<file path="src/rtl/alu_issue_ctrl.sv">
// Issue stage for the 16-bit ALU: buffers commands, drives ALU operands from registers, returns results on a valid/ready port.
// Latency: command pushed into an empty idle block at edge N issues at N+1, result valid after N+2; one result per 2 cycles sustained.
// Backpressure: cmd_ready drops at DEPTH queued commands; a held result (res_ready low) stalls further issue.
// Optional macro ALU_ILLEGAL_OPC_EN: opcode all-ones is not issued and returns a zero result with res_err set.
module alu_issue_ctrl #(
    parameter int WIDTH = 16,
    parameter int DEPTH = 4,
    parameter int OPC_W = 3
) (
    input  logic                       clk,
    input  logic                       rst_n,
    input  logic                       cmd_valid,
    output logic                       cmd_ready,
    input  logic [OPC_W-1:0]           cmd_opc,
    input  logic [WIDTH-1:0]           cmd_a,
    input  logic [WIDTH-1:0]           cmd_b,
    input  logic                       cmd_c,
    input  logic                       cmd_use_acc,
    output logic [OPC_W-1:0]           alu_opc,
    output logic [WIDTH-1:0]           alu_inA,
    output logic [WIDTH-1:0]           alu_inB,
    output logic                       alu_inC,
    input  logic [WIDTH-1:0]           alu_outW,
    input  logic                       alu_zer,
    input  logic                       alu_neg,
    output logic                       res_valid,
    input  logic                       res_ready,
    output logic [WIDTH-1:0]           res_data,
    output logic                       res_zer,
    output logic                       res_neg,
    output logic                       res_err,
    output logic                       busy,
    output logic [$clog2(DEPTH+1)-1:0] count
);

    localparam int PTR_W = $clog2(DEPTH);
    localparam int CNT_W = $clog2(DEPTH+1);

    typedef struct packed {
        logic [OPC_W-1:0] opc;
        logic [WIDTH-1:0] a;
        logic [WIDTH-1:0] b;
        logic             c;
        logic             use_acc;
    } cmd_t;

    typedef enum logic [1:0] {
        IDLE   = 2'd0,
        ISSUE  = 2'd1,
        RESULT = 2'd2
    } state_t;

    cmd_t             fifo_mem [DEPTH];
    logic [PTR_W-1:0] wr_ptr;
    logic [PTR_W-1:0] rd_ptr;
    cmd_t             push_dat;
    cmd_t             head_dat;
    logic             push_vld;
    logic             pop_vld;
    logic             fifo_empty;
    logic             head_illegal;

    state_t           state;
    state_t           state_nxt;
    logic             issue_ld;
    logic             err_ld;
    logic             capture;
    logic             consume;
    logic [WIDTH-1:0] acc;

    // cmd_ready looks only at current occupancy, never at a same-cycle pop
    assign cmd_ready  = (count < CNT_W'(DEPTH));
    assign push_vld   = cmd_valid && cmd_ready;
    assign fifo_empty = (count == '0);
    assign busy       = (state != IDLE) || !fifo_empty;
    assign head_dat   = fifo_mem[rd_ptr];

    assign push_dat.opc     = cmd_opc;
    assign push_dat.a       = cmd_a;
    assign push_dat.b       = cmd_b;
    assign push_dat.c       = cmd_c;
    assign push_dat.use_acc = cmd_use_acc;

`ifdef ALU_ILLEGAL_OPC_EN
    assign head_illegal = (head_dat.opc == {OPC_W{1'b1}});
`else
    assign head_illegal = 1'b0;
`endif

    // Command storage; contents need no reset since count gates every read
    always_ff @(posedge clk) begin
        if (push_vld) begin
            fifo_mem[wr_ptr] <= push_dat;
        end
    end

    // FIFO pointers wrap naturally at power-of-two DEPTH; count tracks occupancy
    always_ff @(posedge clk or negedge rst_n) begin
        if (!rst_n) begin
            wr_ptr <= '0;
            rd_ptr <= '0;
            count  <= '0;
        end else begin
            if (push_vld) begin
                wr_ptr <= wr_ptr + PTR_W'(1);
            end
            if (pop_vld) begin
                rd_ptr <= rd_ptr + PTR_W'(1);
            end
            case ({push_vld, pop_vld})
                2'b10:   count <= count + CNT_W'(1);
                2'b01:   count <= count - CNT_W'(1);
                default: count <= count;
            endcase
        end
    end

    // FSM state register
    always_ff @(posedge clk or negedge rst_n) begin
        if (!rst_n) begin
            state <= IDLE;
        end else begin
            state <= state_nxt;
        end
    end

    // FSM next state: an illegal head bypasses the ALU cycle straight into RESULT
    always_comb begin
        state_nxt = state;
        case (state)
            IDLE: begin
                if (!fifo_empty) begin
                    state_nxt = head_illegal ? RESULT : ISSUE;
                end
            end
            ISSUE: begin
                state_nxt = RESULT;
            end
            RESULT: begin
                if (res_ready) begin
                    if (!fifo_empty) begin
                        state_nxt = head_illegal ? RESULT : ISSUE;
                    end else begin
                        state_nxt = IDLE;
                    end
                end
            end
            default: state_nxt = IDLE;
        endcase
    end

    // FSM outputs: pop/load/capture strobes for the datapath registers
    always_comb begin
        pop_vld  = 1'b0;
        capture  = 1'b0;
        consume  = 1'b0;
        case (state)
            IDLE:    pop_vld = !fifo_empty;
            ISSUE:   capture = 1'b1;
            RESULT: begin
                consume = res_ready;
                pop_vld = res_ready && !fifo_empty;
            end
            default: pop_vld = 1'b0;
        endcase
        issue_ld = pop_vld && !head_illegal;
        err_ld   = pop_vld && head_illegal;
    end

    // ALU operand registers: loaded at pop, held otherwise; use_acc swaps in the accumulator
    always_ff @(posedge clk or negedge rst_n) begin
        if (!rst_n) begin
            alu_opc <= '0;
            alu_inA <= '0;
            alu_inB <= '0;
            alu_inC <= 1'b0;
        end else if (issue_ld) begin
            alu_opc <= head_dat.opc;
            alu_inA <= head_dat.use_acc ? acc : head_dat.a;
            alu_inB <= head_dat.b;
            alu_inC <= head_dat.c;
        end
    end

    // Result capture and accumulator; accumulator updates at capture so the next pop sees it
    always_ff @(posedge clk or negedge rst_n) begin
        if (!rst_n) begin
            acc       <= '0;
            res_valid <= 1'b0;
            res_data  <= '0;
            res_zer   <= 1'b0;
            res_neg   <= 1'b0;
            res_err   <= 1'b0;
        end else if (capture) begin
            acc       <= alu_outW;
            res_valid <= 1'b1;
            res_data  <= alu_outW;
            res_zer   <= alu_zer;
            res_neg   <= alu_neg;
            res_err   <= 1'b0;
        end else if (err_ld) begin
            res_valid <= 1'b1;
            res_data  <= '0;
            res_zer   <= 1'b0;
            res_neg   <= 1'b0;
            res_err   <= 1'b1;
        end else if (consume) begin
            res_valid <= 1'b0;
            res_err   <= 1'b0;
        end
    end

endmodule

</file>
<file path="config.mk">
export PLATFORM = sky130hd
export DESIGN_NAME = alu_issue_ctrl
export DESIGN_NICKNAME = d
export VERILOG_FILES = /design/src/rtl/alu_issue_ctrl.sv
export SDC_FILE = /design/constraint.sdc
export NUM_CORES = 1
export LEC_CHECK = 0
export BUFFER_PORTS_ARGS = -buffer_cell sky130_fd_sc_hd__buf_2
export CAP_MARGIN = 20
export CORE_ASPECT_RATIO = 1.1
export CORE_UTILIZATION = 59
export CTS_CLUSTER_DIAMETER = 200
export DETAILED_ROUTE_END_ITERATION = 8
export PLACE_DENSITY = 0.79
export SYNTH_ARGS = -nofsm -noshare
export SYNTH_HDL_FRONTEND = slang
export SYNTH_SLANG_ARGS = --single-unit
export TNS_END_PERCENT = 5
</file>
<file path="constraint.sdc">
create_clock -name clk -period 3.7 [get_ports clk]
set_input_delay 1.11 -clock clk [delete_from_list [all_inputs] [get_ports clk]]
set_output_delay 1.11 -clock clk [all_outputs]
set_load 0.03 [all_outputs]
</file>
# Word-level counts from Yosys, hierarchy flattened
# Memory sizes are Yosys's and may differ from the RTL's.
# Cells that the tools add are included.
word_totals:
  register_bits: 65
  ramBits: 148
  inputBits: 59
  output_inout_bits: 61
  word_cells: 49
  memories: 1
op_classes:
  addsub: 4
  magnitude_cmp: 1
  eq_ne: 6
  mux: 14
  n_reduce_logical: 10
mem_list:
  columns: ["memory", "depth", "width", "read_ports", "rd_ports_with_merged_regs", "write_ports", "line", "source"]
  rows:
  - ["fifo_mem", 4, 37, 1, 0, 1, "53", "cmd_t fifo_mem [DEPTH];"]
ops:
  columns: ["operator", "n"]
  rows:
  - ["two-way mux 16 bit", 1]
  - ["two-way mux 1 bit", 8]
  - ["case mux 2 bit (3 select lines)", 1]
  - ["case mux 3 bit (2 select lines)", 1]
  - ["nonzero test 2 bit", 3]
  - ["adder 2 x 1 -> 2 bit (second input constant)", 2]
  - ["== test 2 x 1 -> 1 bit (second input constant)", 2]
  - ["== test 2 bit (second input constant)", 2]
  - ["two-way mux 2 bit", 2]
  - ["inequality test 2 bit (second input constant)", 2]
  - ["adder 3 x 1 -> 3 bit (second input constant)", 1]
  - ["zero test 3 bit", 1]
  - ["less-than comparator 3 bit (second input constant)", 1]
  - ["subtractor 3 x 1 -> 3 bit (second input constant)", 1]
  - ["logical AND 1 bit", 2]
  - ["zero test 2 bit", 1]
  - ["case mux 1 bit (2 select lines)", 1]
  - ["AND reduction 2 bit", 1]
  - ["zero test 1 bit", 1]
  - ["logical OR 1 bit", 1]

# Longest topological paths before layout
depth:
  depth_word: 6
  ltp_mapped: 10
  mapped_depth_nobuf: 8

# Worst setup path after synthesis
# No wires, ideal clock.
synth_timing:
  kind: "input to register"
  from: "in res_ready"
  to: "reg count[2]"
  setup_time_ps: 132
  arrival_ps: 2780
  required_time_ps: 3568
  path_slack_ps: 788
  stages: 10
  n_path_buf: 2
  cell_sequence: "nor2b_1 -> nor3_1 -> buf_2 -> buf_2 -> ha_1 -> inv_1 -> fa_1 -> xor2_1 -> nor2_1 -> xnor2_1"
synth_via:
  elab_chain_len: 4
  word_cells_on_any_way: 6
  classes_between: "eq/ne: 2; mux: 2; reduce/logical: 2"
synth_rtl:
  columns: ["item", "line", "source"]
  rows:
  - ["start: declaration", "27", "input logic res_ready,"]
  - ["logical AND 1 bit *", "162", "pop_vld = res_ready && !fifo_empty;"]
  - ["case mux 1 bit (2 select lines) *", "157", "case (state)"]
  - ["net issue_ld", "65", "logic issue_ld;"]
  - ["== test 2 x 1 -> 1 bit or == test 2 bit (tied branches)", "110", "case ({push_vld, pop_vld})"]
  - ["case mux 3 bit (2 select lines) or nonzero test 2 bit (tied branches)", null, null]
  - ["end signal: assignment", "111", "2'b10: count <= count + CNT_W'(1);"]
  - ["end signal: assignment", "112", "2'b01: count <= count - CNT_W'(1);"]
  - ["end signal: assignment", "113", "default: count <= count;"]
  - ["end: declaration", "33", "output logic [$clog2(DEPTH+1)-1:0] count"]
# Mark *: on every way through the listed nets, which the timed path passes. The rest lies on a longest branch.
# A chain may end at the register's enable or synchronous reset.

# Final worst setup path
layout_timing:
  from: "reg count[0]"
  to: "out busy"
layout_via:
  elab_chain_len: 3
layout_rtl:
  columns: ["item", "line", "source"]
  rows:
  - ["zero test 3 bit", "74", "assign fifo_empty = (count == '0);"]
  - ["zero test 1 bit", "75", "assign busy = (state != IDLE) || !fifo_empty;"]
  - ["logical OR 1 bit", "75", null]
  - ["end: declaration", "32", "output logic busy,"]
# Every way passes these cells.

==> results.toml <==
[route]
ant_nets = 0
drc = 0
num_vias = 3977
drt-initial-drc-count = 259
wl_per_cell_um = 20.19
vias_per_cell = 5.578
drt-total-wl_um = 14390
first_pass_iters = 4

[flow_run]
drv_cap = 0

[pwr]
p_leak_nw = 3.700
vdd_drop_max_mv = 0.5000
power_density_nw_per_um2 = 916.8

[critical_path]
crit_path_max_fanout = 4
timing.rr.start = "rd_ptr[0]$_DFFE_PN0P_"
endpoint_kind = "primary output"
start_kind = "flop"
crit_type = "flop to primary output"
critPathArrivalTime_ns = 1.62
worstPathRequired_ns = 2.59
startpoint = "count[0]$_DFFE_PN0P_"

[global_route]
grt_pass1_wl_um = 22280
grt_pass1_vias = 4083
grtUsageTotal_pct = 20.85
grt_max_degree = 65
grt_overflow_total = 0
antenna_found_initial = 1

[sta]
totalNegativeSetupSlack_ns = 0
rsz0062_at_grt = "no"
tightestPinTransition_ns = 0.9692
fin_crit_ns = 2.733
slew_violations = 0
setup_ws_ns = 0.9667
max_slew_margin_pct = 35.32
final_hold_viol_count = 0
fmax_mhz = 365.9
fin_hold_ws_ns = 0.4873
period_share_pct = 73.87
setup_viol = 0
fin_skew_ns = 0.007764

[finish]
final_common_cell = "edfxtp_1"
seq_area_um2 = 6048
multi_input_area_um2 = 1964
fin_cells = 713
fin_nets = 579
nFillCells = 824
fin_util_pct = 72.30
mostFrequentLayoutCells = "edfxtp_1, buf_2, dfrtp_1"
drive_gt1_share_pct = 50.76
area_delta_synth_final_pct = 18.32

[synthesis]
syn-num-nets = 444
netlist_instances = 379
synth_area_leaders = "edfxtp_1, dfrtp_1, mux4_2"
yosysUniqueCellTypes = 28
synth_area_um2 = 8140
synthAdderAreaFrac_pct = 1.014
synth_simple_gate_area_share_pct = 1.030
yosysSeqAreaShare_pct = 74.27
synthXorXnorAreaFrac_pct = 0.6456
ys_ff_latch = 212
synth_compound_area_share_pct = 0.2767
synth_top_area_share_pct = 54.60
ys_warn_count = 0
synth.largest_area_cell = "edfxtp_1"
avgSynthCellArea_um2 = 21.48
synth_top_family_by_area = "multiplexers"
synth.area.mux_share_pct = 20.97

[floorplanning]
dieHeight_um = 125.2
io_pins = 120
coreArea_um2 = 13320
start_util_pct = 61.10
rows = 44
dieWidth_um = 114.0
die_area_um2 = 14270

[outcome]
status = "finished, final reports clean"

[clocking]
clkTransAtPathRegs_ns = 0.06
numCtsBuffers = 21
cts_tree = "built"
clock_tree.root_cell = "clkbuf_16"
clk_path_buf_depth = 3
cts_setup_buffers = 0
clk_latency_ns = 0.48
ctsResizeCount = 0
ctsHoldBuffers = 0
cts.sinks = 212
htreeDepth = 1

[placement]
place_congestion = 0.7182
placed_cells = 675
dp_slack_ns = 0.8497
port_buffers = 118
hpwlAfterDp_um = 9079

[hold_path]
hp-class = "flop to flop"
hold_start = "res_neg$_DFFE_PN0P_"
==> layout make-up <==
cell class | instances | share of cell area [%]
inverter | 9 | 0.3507
clock buffer | 26 | 5.859
clock inverter | 11 | 1.169
timing repair buffer | 129 | 7.015
antenna | 1 | 0.02598
tap | 184 | 2.390
multi-input combinational | 141 | 20.39
sequential | 212 | 62.80
==> synthesized netlist by cell type (all sizes together) <==
library cell	instances
and2	4
a21o	1
xnor2	3
inv	9
nor2	3
fa	1
buf	15
o21ai	1
dfrtp	64
nor4b	1
nor3	3
nor2b	2
nand2	3
clkbuf	2
mux4	37
xor2	3
a21oi	2
edfxtp	148
mux2i	1
conb	1
ha	5
mux2	70
==> critical path, stage by stage, from the launching register on <==
cell	delay, ns
dfrtp_1	0.41
nor3_1	0.45
nand2_1	0.08
buf_2	0.19
==> registers in the layout, indices dropped and copies added (netlist names) <==
signal     cells
acc           16
wr_ptr         2
alu_inB       16
res_neg        1
count          3
alu_inA       16
res_valid      1
alu_opc        3
fifo_mem     148
state          2
rd_ptr         2
alu_inC        1
res_zer        1
==> power by group <==
group / switching (mW) / internal, mW / total [mW] / leakage (nW)
clock network: 0.832 / 1.23 / 2.06 / 0.333
registers: 0.293 / 3.18 / 3.47 / 2.09
logic: 1.79 / 1.51 / 3.30 / 1.28
total: 2.92 / 5.92 / 8.83 / 3.70
==> kinds of logic (layout without fill, tap and decap cells) <==
logic type                 after synthesis  count (layout)
muxes                                  108             108
xor gates and xnor gates                 6               6
and+or+nand+nor                         16              16
DFF                                    212             212
other                                    1               2
AOI/OAI and AO/OA                        4               4
adders and majority gates                6               6
buffers and inverters                   26             175
==> per-layer routing <==
layer,share of wire [%],up-vias,GRT usage [%]
met5,0,-,0
met4,2.3,0,6.264
met3,5.8,33,3.393
met2,52,156,36.33
met1,40,2030,27.11
li1,-,1758,-
==> path summary, 6_finish.rpt <==
kind,to,slack (ns),cells past startpoint
worst min register to register,res_neg$_DFFE_PN0P_,0.49,1
worst max register to register,alu_inA[1]$_DFFE_PN0P_,1.36,4
worst max-delay path,busy,0.97,3
min in group asynchronous,acc[15]$_DFFE_PN0P_,0.75,1
worst min-delay path,res_neg$_DFFE_PN0P_,0.49,1
max in group asynchronous,rd_ptr[0]$_DFFE_PN0P_,2.38,1
==> metrics by stage <==
stage | power [mW] | cell area [um^2]
after floorplan | 6.046 | 8140
after global placement | 6.756 | 8952
after detailed placement | 6.853 | 8952
after CTS | 8.944 | 9629
after global routing | 9.244 | 9632
final | 8.830 | 9632
Power figures use the tool's default switching activity.
